## src/rtl/alu_divider_if.sv

```systemverilog
// Handshake and operand/result bundle between the ALU controller and the divider.
interface alu_divider_if #(
    parameter int unsigned WIDTH = 4
);
    logic                 START;
    logic [WIDTH-1:0]     A;
    logic [WIDTH-1:0]     B;
    logic                 BUSY;
    logic                 DONE;
    logic [2*WIDTH-1:0]   RESULT;
    logic                 DIV0;

    // Controller side: launches operations and waits for completion.
    modport master (
        output START, A, B,
        input  BUSY, DONE, RESULT, DIV0
    );

    // Divider side.
    modport slave (
        input  START, A, B,
        output BUSY, DONE, RESULT, DIV0
    );
endinterface

```

## src/rtl/alu_divider.sv

```systemverilog
// Multi-cycle unsigned restoring divider. RESULT = {remainder, quotient}.
// One quotient bit per clock; divide-by-zero completes in the accepting cycle.
module alu_divider #(
    parameter int unsigned WIDTH = 4
) (
    input  logic          CLK,
    input  logic          RST_N,
    alu_divider_if.slave  bus
);
    localparam int unsigned CW = $clog2(WIDTH + 1);

    typedef enum logic {
        IDLE = 1'b0,
        RUN  = 1'b1
    } state_t;

    state_t               state, state_d;
    // Dividend shifts out of the top while quotient bits shift into the bottom.
    logic [WIDTH-1:0]     dq, dq_d;
    logic [WIDTH-1:0]     divisor, divisor_d;
    // Partial remainder; after each restore it is below the divisor, so W bits suffice.
    logic [WIDTH-1:0]     prem, prem_d;
    logic [CW-1:0]        cnt, cnt_d;
    logic                 busy, busy_d;
    logic                 done, done_d;
    logic                 div0, div0_d;
    logic [2*WIDTH-1:0]   result, result_d;

    logic [WIDTH:0]       p_shift;
    logic [WIDTH:0]       trial;
    logic [WIDTH-1:0]     p_next;
    logic [WIDTH-1:0]     dq_next;

    // State and datapath registers.
    always_ff @(posedge CLK) begin
        if (!RST_N) begin
            state   <= IDLE;
            dq      <= '0;
            divisor <= '0;
            prem    <= '0;
            cnt     <= '0;
            busy    <= 1'b0;
            done    <= 1'b0;
            div0    <= 1'b0;
            result  <= '0;
        end else begin
            state   <= state_d;
            dq      <= dq_d;
            divisor <= divisor_d;
            prem    <= prem_d;
            cnt     <= cnt_d;
            busy    <= busy_d;
            done    <= done_d;
            div0    <= div0_d;
            result  <= result_d;
        end
    end

    // Next-state, one restoring iteration, and completion outputs.
    always_comb begin
        state_d   = state;
        dq_d      = dq;
        divisor_d = divisor;
        prem_d    = prem;
        cnt_d     = cnt;
        busy_d    = busy;
        done_d    = 1'b0;
        div0_d    = div0;
        result_d  = result;

        p_shift = {prem, dq[WIDTH-1]};
        trial   = p_shift - {1'b0, divisor};
        p_next  = trial[WIDTH] ? p_shift[WIDTH-1:0] : trial[WIDTH-1:0];
        dq_next = {dq[WIDTH-2:0], ~trial[WIDTH]};

        unique case (state)
            IDLE: begin
                if (bus.START) begin
                    if (bus.B == '0) begin
                        result_d = {bus.A, {WIDTH{1'b1}}};
                        div0_d   = 1'b1;
                        done_d   = 1'b1;
                    end else begin
                        dq_d      = bus.A;
                        divisor_d = bus.B;
                        prem_d    = '0;
                        cnt_d     = '0;
                        div0_d    = 1'b0;
                        busy_d    = 1'b1;
                        state_d   = RUN;
                    end
                end
            end
            RUN: begin
                prem_d = p_next;
                dq_d   = dq_next;
                cnt_d  = cnt + CW'(1);
                if (cnt == CW'(WIDTH - 1)) begin
                    result_d = {p_next, dq_next};
                    done_d   = 1'b1;
                    busy_d   = 1'b0;
                    state_d  = IDLE;
                end
            end
            default: state_d = IDLE;
        endcase
    end

    assign bus.BUSY   = busy;
    assign bus.DONE   = done;
    assign bus.DIV0   = div0;
    assign bus.RESULT = result;
endmodule

```

## src/flat_wrapper.sv

```systemverilog
// flat-port wrapper written by rule: the top's interface ports become plain ports
module alu_divider_flat 
#(
    parameter int unsigned WIDTH = 4
)
  (CLK, RST_N, bus_START, bus_A, bus_B, bus_BUSY, bus_DONE, bus_RESULT, bus_DIV0);
  alu_divider_if #(.WIDTH(WIDTH)) bus_i ();
  input  logic CLK;
  input  logic RST_N;
  input wire logic [$bits(bus_i.START)-1:0] bus_START;
  input wire logic [$bits(bus_i.A)-1:0] bus_A;
  input wire logic [$bits(bus_i.B)-1:0] bus_B;
  output wire logic [$bits(bus_i.BUSY)-1:0] bus_BUSY;
  output wire logic [$bits(bus_i.DONE)-1:0] bus_DONE;
  output wire logic [$bits(bus_i.RESULT)-1:0] bus_RESULT;
  output wire logic [$bits(bus_i.DIV0)-1:0] bus_DIV0;
  assign bus_i.START = bus_START;
  assign bus_i.A = bus_A;
  assign bus_i.B = bus_B;
  assign bus_BUSY = bus_i.BUSY;
  assign bus_DONE = bus_i.DONE;
  assign bus_RESULT = bus_i.RESULT;
  assign bus_DIV0 = bus_i.DIV0;
  alu_divider #(.WIDTH(WIDTH)) u_core (.CLK(CLK), .RST_N(RST_N), .bus(bus_i));
endmodule
```

## config.mk

```make
export PLATFORM = sky130hd
export DESIGN_NAME = alu_divider_flat
export DESIGN_NICKNAME = d
export VERILOG_FILES = /design/src/rtl/alu_divider_if.sv /design/src/rtl/alu_divider.sv /design/src/flat_wrapper.sv
export SDC_FILE = /design/constraint.sdc
export NUM_CORES = 1
export LEC_CHECK = 0
export CAP_MARGIN = 30
export CORE_MARGIN = 4
export CORE_UTILIZATION = 45
export CTS_BUF_LIST = sky130_fd_sc_hd__clkbuf_16
export DETAILED_ROUTE_END_ITERATION = 8
export DONT_BUFFER_PORTS = 1
export PLACE_DENSITY = 0.65
export SYNTH_ARGS = -nofsm -noshare
export SYNTH_HDL_FRONTEND = slang
export SYNTH_SLANG_ARGS = --single-unit
```

## constraint.sdc

```tcl
create_clock -name CLK -period 2.35 [get_ports CLK]
set_input_delay 0.235 -clock CLK [delete_from_list [all_inputs] [get_ports CLK]]
set_output_delay 0.235 -clock CLK [all_outputs]
set_load 0.05 [all_outputs]
```

After elaboration in Yosys (flattened, before gate mapping)
Index checks and enable logic that the tools add are counted.
{"block": "op_classes", "n_addsub": 2, "n_mul": 0, "div": 0, "order_cmp": 0, "eq_ne": 5, "shifts": 0, "muxes": 26, "n_bitwise": 3, "reduce_logical": 6}
{"op": "8-bit 2-to-1 mux", "n": 3}
{"op": "4-bit 2-to-1 mux", "n": 5}
{"op": "4-bit case mux with 2 select lines", "n": 2}
{"op": "8-bit case mux with 2 select lines", "n": 1}
{"op": "1-bit 2-to-1 mux", "n": 9}
{"op": "3-bit AND reduction", "n": 3}
{"op": "3-bit 2-to-1 mux", "n": 2}
{"op": "2-bit inequality test, second input constant", "n": 3}
{"op": "1-bit case mux with 2 select lines", "n": 3}
{"op": "3-bit case mux with 2 select lines", "n": 1}
{"op": "5-bit by 4-bit subtractor with 5-bit output", "n": 1}
{"op": "4-bit logical NOT", "n": 1}
{"op": "2-bit AND reduction", "n": 2}
{"op": "3-bit by 1-bit adder with 3-bit output, second input constant", "n": 1}
{"op": "3-bit by 2-bit == test with 1-bit output, second input constant", "n": 1}
{"op": "1-bit NOT", "n": 3}
{"op": "2-bit by 1-bit inequality test with 1-bit output, second input constant", "n": 1}
{"block": "word_totals", "register_bits": 27, "latchBits": 0, "ram_bits": 0, "mem_bits_ro": 0, "in_bits": 11, "out_inout_bits": 11, "mem_count": 0}

Longest topological paths before layout
Gate-level depths: netlist of run 1.
{"block": "logic_depth", "depth_word": 4, "ltp_mapped": 8, "mapped_depth_nobuf": 8}

Worst setup path after synthesis of run 1
OpenSTA, ideal clock, no wires.
{"block": "synth_path", "path_kind": "flip-flop to flip-flop", "startpoint": "register u_core.dq[3]", "endpoint": "register u_core.result[4] (netlist: u_core.bus.RESULT[4])", "arrival_time_ns": 2.082, "required_ns": 2.276, "setup_slack_ns": 0.194, "stages_incl_launch_ff": 9, "synth_period_minus_slack_ns": 2.156, "path_cell_list": "dfxtp_1 inv_1 ha_1 fa_1 nand2b_1 a21oi_1 xor2_1 mux2_2 a31oi_1"}
{"block": "synth_between", "elab_chain_cells": 4}
{"element": "start, declared", "line": "alu_divider.sv:19", "text": "logic [WIDTH-1:0] dq, dq_d;"}
{"element": "start signal, assigned", "line": "alu_divider.sv:48", "text": "dq <= dq_d;"}
{"element": "5-bit by 4-bit subtractor with 5-bit output", "line": "alu_divider.sv:72", "text": "trial = p_shift - {1'b0, divisor};"}
{"element": "4-bit 2-to-1 mux (*)", "line": "alu_divider.sv:73", "text": "p_next = trial[WIDTH] ? p_shift[WIDTH-1:0] : trial[WIDTH-1:0];"}
{"element": "8-bit 2-to-1 mux (*)", "line": "alu_divider.sv:98", "text": "if (cnt == CW'(WIDTH - 1)) begin"}
{"element": "8-bit case mux with 2 select lines (*)", "line": "alu_divider.sv:76", "text": "unique case (state)"}
{"element": "end signal, assigned", "line": "alu_divider.sv:55", "text": "result <= result_d;"}
{"element": "end, declared", "line": "alu_divider.sv:27", "text": "logic [2*WIDTH-1:0] result, result_d;"}
Every way passes the cells marked *; elsewhere a longest branch is shown, timed or not. The select of a mux whose other input is x is not followed.
A chain may end at the register's enable or synchronous reset.

Worst setup path in the final report of run 1
{"block": "layout_path", "startpoint": "register u_core.dq[3]", "endpoint": "register u_core.result[5] (netlist: u_core.bus.RESULT[5])"}
{"block": "layout_between", "elab_chain_cells": 4}
{"element": "5-bit by 4-bit subtractor with 5-bit output", "line": "alu_divider.sv:72"}
{"element": "4-bit 2-to-1 mux", "line": "alu_divider.sv:73"}
{"element": "8-bit 2-to-1 mux", "line": "alu_divider.sv:98"}
{"element": "8-bit case mux with 2 select lines", "line": "alu_divider.sv:76"}
No other way between the ends. The select of a mux whose other input is x is not followed.

==> key figures, run 1 <==
Run status
  – Status: completed

Power
  – Pwr/cell area: 745.0 nW/um^2
  – Peak VDD IR: 0.0006634 V
  – Leakage: 0.0005305 uW
  – Total power: 1060 uW

Route
  – Uppermost layer routed: met4
  – DRC viols: 0
  – DRT iter0 DRCs: 82
  – Met2 routed WL: 1.332 mm
  – Post-DRT Antenna Nets: 0
  – Routed length on met3: ~210 um
  – Vias/cell: 5.736
  – WL per Instance: between 15 and 20 um
  – Via count: 1044
  – Initial DRT Pass Iterations: 4
  – Wirelength, routed: 2.783 mm
  – Routed metal-1 wirelength: 1.177 mm

Global routing
  – Antenna violations before repair: 0
  – Vias in the first global route: 931
  – Largest net degree at the start of global routing: 33
  – First-pass GRT wire length: between 4 and 5 mm
  – GRT overflow: 0
  – Overall Global Routing Usage: approximately 16%

STA
  – Skew final: ~0.0018 ns
  – Max Slew Vio Count: 0
  – Max_slew headroom: between 50 and 60%
  – Final setup margin: 0.1040 ns
  – Minimum clock period: 2.246 ns
  – Setup Viol. Count Final: 0
  – Peak Freq: 0.4452 GHz
  – Fin crit share: 95.57%
  – Slew @ Worst Pin: 0.7128 ns
  – Final hold vios: 0

Placed design
  – Detailed placement HPWL: between 1.5 and 2 mm
  – Post-DP Area: 1323 um^2
  – Port Buffers: 0
  – GP Congestion: around 0.81
  – Place WS: approximately 0.013 ns

Worst setup path
  – WP buf/inv: 1
  – Cells along the critical path: inv_1 > ha_1 > fa_2 > nand2b_1 > a21oi_2 > xor2_2 > mux2_2 > a31oi_1
  – Crit. End Element: register
  – Crit-path leading delay family: adder cells
  – Crit path DAT: 2.43 ns
  – Critical-path maximum fanout: 4
  – Crit path launch type: register
  – Slowest CP cell: mux2_2
  – Levels on crit path: 8
  – Kind of critical path: reg2reg
  – Worst R2R Path Depth: 8
  – Worst reg2reg startpoint: u_core.dq[3]
  – Worst EP required: 2.54 ns
  – CP max stage delay: 0.39 ns
  – R2R Setup Slk: between 0.1 and 0.15 ns
  – Reg-to-Reg End: u_core.bus.RESULT[5]

Worst hold path
  – Hold Path Stages: 2
  – Hold worst-path end: u_core.divisor[3]
  – Hold crit path type: in2reg
  – Min-delay src: bus_B[3]

Finish
  – Number of diodes: 0
  – Share of cells above drive strength 1: 14.57%
  – Nets: 170
  – Area Growth Syn to Fin: 9.432%
  – Final instance area: approximately 1400 um^2

Die
  – Die height: 61.75 um
  – Total core area: 2758 um^2
  – Num ports: 22
  – Starting Density: 47.14%
  – Die area: 3813 um^2
  – Die width: 61.75 um
  – Row count: 19

Clocking
  – Clock transition at path regs: 0.06 ns
  – H-tree levels: 1
  – Clock latency at the later pin of the worst-skew pair: roughly 0.26 ns
  – Clock buffer depth: 2
  – CTS Root Cell: clkbuf_16
  – # clock sinks: 27
  – Cts bufs inserted: 3
  – CTS tree: done

Synth
  – Avg Synthesized Cell Area: 8.609 um^2
  – Syn nets: 169
  – Synth Warn #: 0
  – Cells after Synth: roughly 150
  – Synth Register Bits: 27
  – Mapped Area: 1300 um^2
  – Yosys cell types: 34
  – Post-synthesis sequential area ratio: 41.58%

Run
  – Maxcap violations: 0
-- synthesized netlist by cell type, drive strengths merged --
library cell / instances / area, um^2
xnor2: 1 / 8.760
o221a: 1 / 11.26
nor2: 19 / 73.82
a21oi: 18 / 90.09
o21ai: 10 / 50.04
a311oi: 1 / 8.760
fa: 1 / 20.02
clkbuf: 4 / 15.01
buf: 3 / 23.76
nor2b: 2 / 12.51
mux2: 6 / 67.56
or3: 1 / 11.26
dfxtp: 27 / 540.5
mux2i: 2 / 20.02
a41oi: 1 / 8.760
o41ai: 1 / 8.760
a31oi: 4 / 25.02
inv: 9 / 33.78
or4: 1 / 11.26
nand3: 2 / 10.01
o211ai: 1 / 7.510
a21boi: 1 / 7.510
nor3: 2 / 10.01
xor2: 1 / 8.760
ha: 6 / 75.07
nand2b: 9 / 56.30
a211oi: 2 / 20.02
nand2: 15 / 63.81
-- cells in the final DEF, fill, tap and decap left out --
cell type,Yosys,final
xor2_2,0,1
nand3_1,2,2
nand2_4,1,1
inv_1,9,10
nor3_1,2,2
fa_2,0,1
o211ai_1,1,1
mux2i_1,2,2
a21oi_1,18,17
nor2_1,18,18
buf_4,0,3
or3_4,1,1
a41oi_1,1,1
a211oi_1,1,1
clkbuf_16,0,3
a211oi_2,1,1
o41ai_2,0,1
o21ai_1,3,3
a21oi_2,0,1
a311oi_1,1,1
o21ai_0,7,7
nand2b_1,9,9
a31oi_1,4,4
o221a_2,1,1
a21boi_0,1,1
nor2b_1,2,2
nand2_1,14,14
ha_1,6,6
mux2_2,6,6
nor2_2,1,1
dfxtp_1,27,27
xnor2_1,1,1
or4_4,1,1
-- state kept, by name (all words and copies together) (netlist names) --
| name | count |
|---|---|
| u_core.cnt | 3 |
| u_core.prem | 4 |
| u_core.bus.BUSY | 1 |
| u_core.state | 1 |
| u_core.bus.DONE | 1 |
| u_core.bus.DIV0 | 1 |
| u_core.dq | 4 |
| u_core.bus.RESULT | 8 |
| u_core.divisor | 4 |
-- metal layers --
| layer | up-vias | global-route usage (%) |
|---|---|---|
| li1 | 516 | - |
| met1 | 494 | 20.05 |
| met2 | 28 | 22.87 |
| met3 | 6 | 6.818 |
| met4 | 0 | 9.091 |
| met5 | - | 0 |
-- power breakdown --
group / internal, uW / total [uW] / leakage, uW / switching, uW
clock: 227 / 374 / 0.0000423 / 147
combinational: 74.2 / 169 / 0.000268 / 94.7
sequential: 482 / 517 / 0.000220 / 34.7
total: 784 / 1060 / 0.000530 / 276
-- how the worst max path moves through the flow --
stage,endpoint,slack (ns),start
final,u_core.bus.RESULT[5],0.10,u_core.dq[3]
after global placement,u_core.bus.RESULT[5],0.08,u_core.dq[3]
after CTS,u_core.bus.RESULT[4],0.05,u_core.dq[3]
after floorplan,u_core.bus.RESULT[4],0.19,u_core.dq[3]
after global routing,u_core.bus.RESULT[5],-0.01,u_core.dq[3]
after detailed placement,u_core.bus.RESULT[4],0.01,u_core.dq[3]
-- stage by stage --
step                utilization [%]  setup TNS [ns]  cells  hold slack, ns
floorplan                         -               0    151          0.3710
global placement              47.96               0    177          0.3762
detailed placement            47.96               0    177          0.3778
CTS                           51.09               0    181          0.1020
global route                  51.59        -0.02185    182          0.1053
finish                        51.59               0    182          0.1081
-- cells by family (layout without fill, tap and decap cells) --
family / Yosys count / in the layout / share of synthesized area, %
buffers and inverters: 16 / 16 / 5.581
DFF: 27 / 27 / 41.58
xor gates and xnor gates: 2 / 2 / 1.348
muxes: 8 / 8 / 6.737
adders and majority gates: 7 / 7 / 7.315
and+or+nand+nor: 51 / 51 / 19.15
AOI/OAI and AO/OA: 40 / 40 / 18.29
-- area by class of cell --
| type | count | area (um^2) |
|---|---|---|
| Sequential cell | 27 | 540.5 |
| Inverter | 9 | 33.78 |
| Clock buffer | 3 | 75.07 |
| Multi-Input combinational cell | 108 | 708.2 |
| Timing Repair Buffer | 3 | 22.52 |
| Tap cell | 31 | 38.79 |
| Clock inverter | 1 | 3.754 |
| Fill cell | 258 | 1335 |
-- timing repair --
action | in CTS | in global routing
pin swaps | 0 | 2
endpoints found under the setup margin | 2 | 6
buffers inserted | 0 | 1
resized for setup | 1 | 2
hold buffers | 0 | 0
No activity file was read; power rests on OpenSTA's default activity.
==> run 2, diff against run 1 <==
--- a/config.mk
+++ b/config.mk
@@ -11,7 +11,7 @@
 export CTS_BUF_LIST = sky130_fd_sc_hd__clkbuf_16
 export DETAILED_ROUTE_END_ITERATION = 8
 export DONT_BUFFER_PORTS = 1
-export PLACE_DENSITY = 0.65
+export PLACE_DENSITY = 0.67
 export SYNTH_ARGS = -nofsm -noshare
 export SYNTH_HDL_FRONTEND = slang
 export SYNTH_SLANG_ARGS = --single-unit
==> constraint.sdc (replaced) <==
create_clock -name CLK -period 1.91 [get_ports CLK]
set_input_delay 0.191 -clock CLK [delete_from_list [all_inputs] [get_ports CLK]]
set_output_delay 0.191 -clock CLK [all_outputs]
set_load 0.05 [all_outputs]
==> run 2 against run 1 <==
Against the previous run: the flow now finishes with violations (negative setup slack); total power increased by 31%; critical path type unchanged; critical endpoint unchanged; largest power group unchanged; sequential cell count stayed put; wire length is 5.2% higher; sequential power up 22%; clock skew increased by 0.0013 ns; core utilization rose by 5.1 points; cell area rose by 9.9%; combinational power up 72%.
==> key figures, run 2 (synthesis results as in run 1) <==
Die
  – Row count: 19
  – Starting Density: 47.14%
  – Die area: 3813 um^2
  – Num ports: 22
  – Die height: 61.75 um
  – Die width: 61.75 um
  – Total core area: 2758 um^2

STA
  – Setup TNS: -0.7937 ns
  – Minimum clock period: approximately 2 ns
  – Final hold slack: 0.07179 ns
  – Final setup margin: -0.1170 ns
  – Slew @ Worst Pin: around 0.74 ns
  – RSZ-0062 raised after global routing: yes
  – Setup Viol. Count Final: 10
  – Peak Freq: 0.4933 GHz
  – Skew final: 0.003092 ns
  – Fin crit share: 106.1%
  – Max Slew Vio Count: 0
  – Final hold vios: 0
  – Max_slew headroom: 50.92%

Placed design
  – GP Congestion: 0.7705
  – Port Buffers: 0
  – Detailed placement HPWL: about 2.1 mm
  – Post-DP Area: 1421 um^2

Finish
  – Commonest cells after routing, fill and taps aside: 26 x dfxtp_1, 18 x nor2_1, 14 x nand2_1, 14 x a21oi_1, 11 x buf_4
  – Max reg flops: 8
  – Share of cells above drive strength 1: 24.38%
  – # fillers: 266
  – Area Growth Syn to Fin: 20.21%
  – Final instance area: 1563 um^2
  – Number of diodes: 0
  – Nets: 179
  – Most common cell after layout, fill and taps aside: dfxtp_1
  – Util after Layout: between 50 and 60%

Global routing
  – Antenna violations before repair: 0
  – GRT overflow: 0
  – Vias in the first global route: about 1000
  – First-pass GRT wire length: 4.795 mm
  – Overall Global Routing Usage: 17.11%
  – Largest net degree at the start of global routing: 35

Clocking
  – Clock latency at the later pin of the worst-skew pair: approximately 0.26 ns
  – # clock sinks: 27
  – Clock buffer depth: 2
  – CTS tree: done
  – Cts bufs inserted: 3
  – H-tree levels: 1
  – CTS Root Cell: clkbuf_16
  – Clock transition at path regs: 0.06 ns

Worst hold path
  – Hold crit path type: in2reg

Worst setup path
  – Crit. End Element: register
  – Crit path DAT: 2.21 ns
  – Crit path launch type: register
  – Critical-path maximum fanout: 4
  – Kind of critical path: reg2reg
  – Worst EP required: roughly 2.1 ns

Run
  – Maxcap violations: 0

Route
  – Vias/cell: 5.607
  – Wirelength, routed: 2.927 mm
  – DRT iter0 DRCs: 48
  – DRC viols: 0
  – WL per Instance: 15.32 um
  – Via count: about 1100
  – Post-DRT Antenna Nets: 0
  – Initial DRT Pass Iterations: 4

Power
  – Pwr/cell area: 886.4 nW/um^2
  – Leakage: 0.0006025 uW
  – Peak VDD IR: 0.0006230 V

Run status
  – Failing checks: negative setup slack
  – Status: finished with violations
[run 2: worst paths after layout]
check | startpoint | end | slack (ns) | depth (start not counted)
worst min register to register | u_core.divisor[3] | u_core.divisor[3] | 0.48 | 2
worst min-delay path | bus_B[3] | u_core.divisor[3] | 0.07 | 2
worst max register to register | u_core.dq[3] | u_core.bus.RESULT[5] | -0.12 | 8
worst max-delay path | u_core.dq[3] | u_core.bus.RESULT[5] | -0.12 | 8
[run 2: layer usage]
| metal | GRT usage [%] | up-vias | wire length [um] |
|---|---|---|---|
| li1 | - | 540 | - |
| met1 | 20.89 | 504 | 1270 |
| met2 | 28.55 | 19 | 1460 |
| met3 | 3.719 | 8 | 112 |
| met4 | 8.182 | 0 | 84 |
| met5 | 0 | - | 0 |
[run 2: area by class of cell]
cell class / instances / area (um^2) / area share [%]
repair buffers: 12 / 93.84 / 6.005
well taps: 31 / 38.79 / 2.482
inverters: 9 / 33.78 / 2.162
flip-flops and latches: 27 / 541.8 / 34.67
clock inverters: 1 / 3.754 / 0.2402
clock buffers: 3 / 75.07 / 4.804
multi-input cells: 108 / 775.7 / 49.64
[run 2: what timing repair did]
action / CTS / global route
pin swaps: 5 / 3
buffers inserted: 0 / 4
resized for setup: 4 / 2
setup endpoints to repair: 9 / 10
hold buffers: 0 / 0
[run 2: critical path: stages, from the launching register on]
cell and delay [ns]:
dfxtp_2 0.33, inv_2 0.05, ha_4 0.15, fa_2 0.33, nand2b_4 0.16, a21oi_4 0.20
xor2_4 0.24, mux2_4 0.34, a31oi_1 0.16
[run 2: power breakdown]
| group | total, uW | switching (uW) | internal, uW | leakage [uW] |
|---|---|---|---|---|
| registers | 633 | 39.8 | 593 | 0.000221 |
| clock network | 462 | 183 | 280 | 0.0000423 |
| logic | 290 | 146 | 143 | 0.000340 |
[run 2: through the flow]
step	setup WS, ns	std cells	total power [uW]
global route	-0.2313	191	1451
global placement	-0.09998	183	880.7
floorplan	-0.06644	151	824.8
CTS	-0.09341	187	1369
finish	-0.1170	191	1385
detailed placement	-0.1425	183	889.2
==> run 3, diff against run 2 <==
--- a/config.mk
+++ b/config.mk
@@ -7,11 +7,11 @@
 export LEC_CHECK = 0
 export CAP_MARGIN = 30
 export CORE_MARGIN = 4
-export CORE_UTILIZATION = 45
+export CORE_UTILIZATION = 40
 export CTS_BUF_LIST = sky130_fd_sc_hd__clkbuf_16
 export DETAILED_ROUTE_END_ITERATION = 8
 export DONT_BUFFER_PORTS = 1
-export PLACE_DENSITY = 0.67
+export PLACE_DENSITY = 0.61
 export SYNTH_ARGS = -nofsm -noshare
 export SYNTH_HDL_FRONTEND = slang
 export SYNTH_SLANG_ARGS = --single-unit
==> run 3 against run 2 <==
Against the previous run: the run still ends with negative setup slack left; sequential power rose by 1%; global-route usage fell by 2.4 points; non-clock buffer count fell by 3.
==> key figures, run 3 (synthesis results as in run 1) <==
STA
  – Minimum clock period: 1.966 ns
  – Skew final: about 0.0037 ns
  – Max Slew Vio Count: 0
  – Final hold slack: 0.06464 ns
  – RSZ-0062 raised after global routing: yes
  – Final hold vios: 0
  – Fin crit share: 102.9%
  – Setup Viol. Count Final: 7
  – Final setup margin: -0.05618 ns
  – Max_slew headroom: 49.64%
  – Peak Freq: 0.5086 GHz
  – Setup TNS: -0.3151 ns
  – Slew @ Worst Pin: ~0.75 ns

Global routing
  – GRT overflow: 0
  – Overall Global Routing Usage: 14.68%
  – Largest net degree at the start of global routing: 22
  – Vias in the first global route: about 1100
  – First-pass GRT wire length: 4.795 mm
  – Antenna violations before repair: 0

Finish
  – Area Growth Syn to Fin: 20.31%
  – Most common cell after layout, fill and taps aside: dfxtp_1
  – Commonest cells after routing, fill and taps aside: 26 x dfxtp_1, 18 x nor2_1, 14 x nand2_1, 14 x a21oi_1, 9 x buf_4
  – Share of cells above drive strength 1: 24.20%
  – Final instance area: 1564 um^2
  – Nets: between 150 and 200
  – Util after Layout: 50.81%
  – Number of diodes: 0
  – Max reg flops: 8

Clocking
  – CTS tree: done
  – # clock sinks: 27
  – CTS Root Cell: clkbuf_16
  – Clock transition at path regs: 0.07 ns
  – Clock buffer depth: 2
  – H-tree levels: 1
  – Clock latency at the later pin of the worst-skew pair: 0.26 ns
  – Cts bufs inserted: 3

Worst setup path
  – WP buf/inv: 1
  – Slowest CP cell: dfxtp_2
  – Critical-path maximum fanout: 4
  – Crit-path leading delay family: adder cells
  – Kind of critical path: reg2reg
  – Crit path launch type: register
  – Worst EP required: 2.10 ns
  – Crit path DAT: 2.16 ns
  – Crit. End Element: register
  – CP max stage delay: 0.33 ns
  – Cells along the critical path: inv_2 > ha_4 > fa_2 > nand2b_4 > a21oi_4 > xor2_4 > mux2_4 > a31oi_1

Route
  – Wirelength, routed: about 2.8 mm
  – Via count: between 1000 and 1500
  – DRT iter0 DRCs: 41
  – Initial DRT Pass Iterations: 4
  – DRC viols: 0
  – WL per Instance: about 14 um
  – Post-DRT Antenna Nets: 0
  – Vias/cell: 5.109

Run
  – Maxcap violations: 0

Power
  – Pwr/cell area: 885.1 nW/um^2
  – Sw frac: 27.55%
  – Logic pwr share: 18.5%
  – Clk network pwr share: 35.2%
  – Part of the power in registers: 46.2%
  – Leakage: roughly 0.00058 uW
  – Peak VDD IR: about 0.00044 V
  – Power Internal: 1003 uW
  – P_sw: 381.4 uW

Placed design
  – GP Congestion: 0.7761
  – Port Buffers: 0
  – Detailed placement HPWL: between 2 and 2.5 mm
  – Place WS: -0.1837 ns
  – Post-DP Area: between 1000 and 1500 um^2

Die
  – Num ports: 22
  – Die area: 4226 um^2
  – Starting Density: 42.24%
  – Total core area: 3078 um^2
  – Row count: 20
  – Die height: around 65 um
  – Die width: 65.01 um

Run status
  – Status: finished with violations
  – Failing checks: negative setup slack

Worst hold path
  – Hold crit path type: in2reg
-- run 3: cell count changes in the layout (fill, tap and decap cells not counted) --
| cell | change |
|---|---|
| inv_1 | -1 |
| clkinvlp_4 | +1 |
| buf_6 | -1 |
| buf_4 | -2 |
| a41oi_2 | +1 |
| a41oi_1 | -1 |
-- run 3: stage by stage --
| step | total power [uW] | cells |
|---|---|---|
| CTS | 1394 | 201 |
| global route | 1461 | 201 |
| floorplan | 824.8 | 151 |
| global placement | 883.5 | 195 |
| detailed placement | 890.3 | 195 |
| finish | 1384 | 201 |
-- run 3: metal layers --
| layer | part of all wire, % | routed length [um] | GRT usage [%] | up-vias |
|---|---|---|---|---|
| met1 | 44 | 1219 | 18.09 | 468 |
| met2 | 48 | 1340 | 25.29 | 28 |
| li1 | - | - | - | 527 |
| met5 | 0 | 0 | 0 | - |
| met3 | 7.3 | 204 | 3.813 | 4 |
| met4 | 0.90 | 25 | 3.886 | 0 |
-- run 3: layout make-up --
type,instances,area [um^2]
Clock buffer,3,75.07
Clock inverter,1,7.507
Fill cell,306,1514
Inverter,9,33.78
Multi-Input combinational cell,108,783.3
Sequential cell,27,541.8
Tap cell,44,55.05
Timing Repair Buffer,9,67.56
-- run 3: worst paths after layout --
path                     start              endpoint  slack, ns  cells past startpoint
min                   bus_B[3]     u_core.divisor[3]       0.06                      2
min reg2reg  u_core.divisor[3]     u_core.divisor[3]       0.48                      2
max               u_core.dq[3]  u_core.bus.RESULT[5]      -0.06                      8
max reg2reg       u_core.dq[3]  u_core.bus.RESULT[5]      -0.06                      8
-- run 3: repair_timing --
| item | CTS | global route |
|---|---|---|
| setup buffers | 2 | 0 |
| endpoints found under the setup margin | 9 | 9 |
| gates cloned | 0 | 0 |
| hold buffers | 0 | 0 |
| pin swaps | 3 | 2 |
| gates resized for setup | 5 | 1 |
-- run 3: power by group through the flow --
stage	Sequential, uW	Clock, uW	Combinational, uW
after floorplan	644	0	180
after global placement	651	0	233
after detailed placement	652	0	239
after CTS	640	496	258
after global routing	645	527	289
final	640	488	257
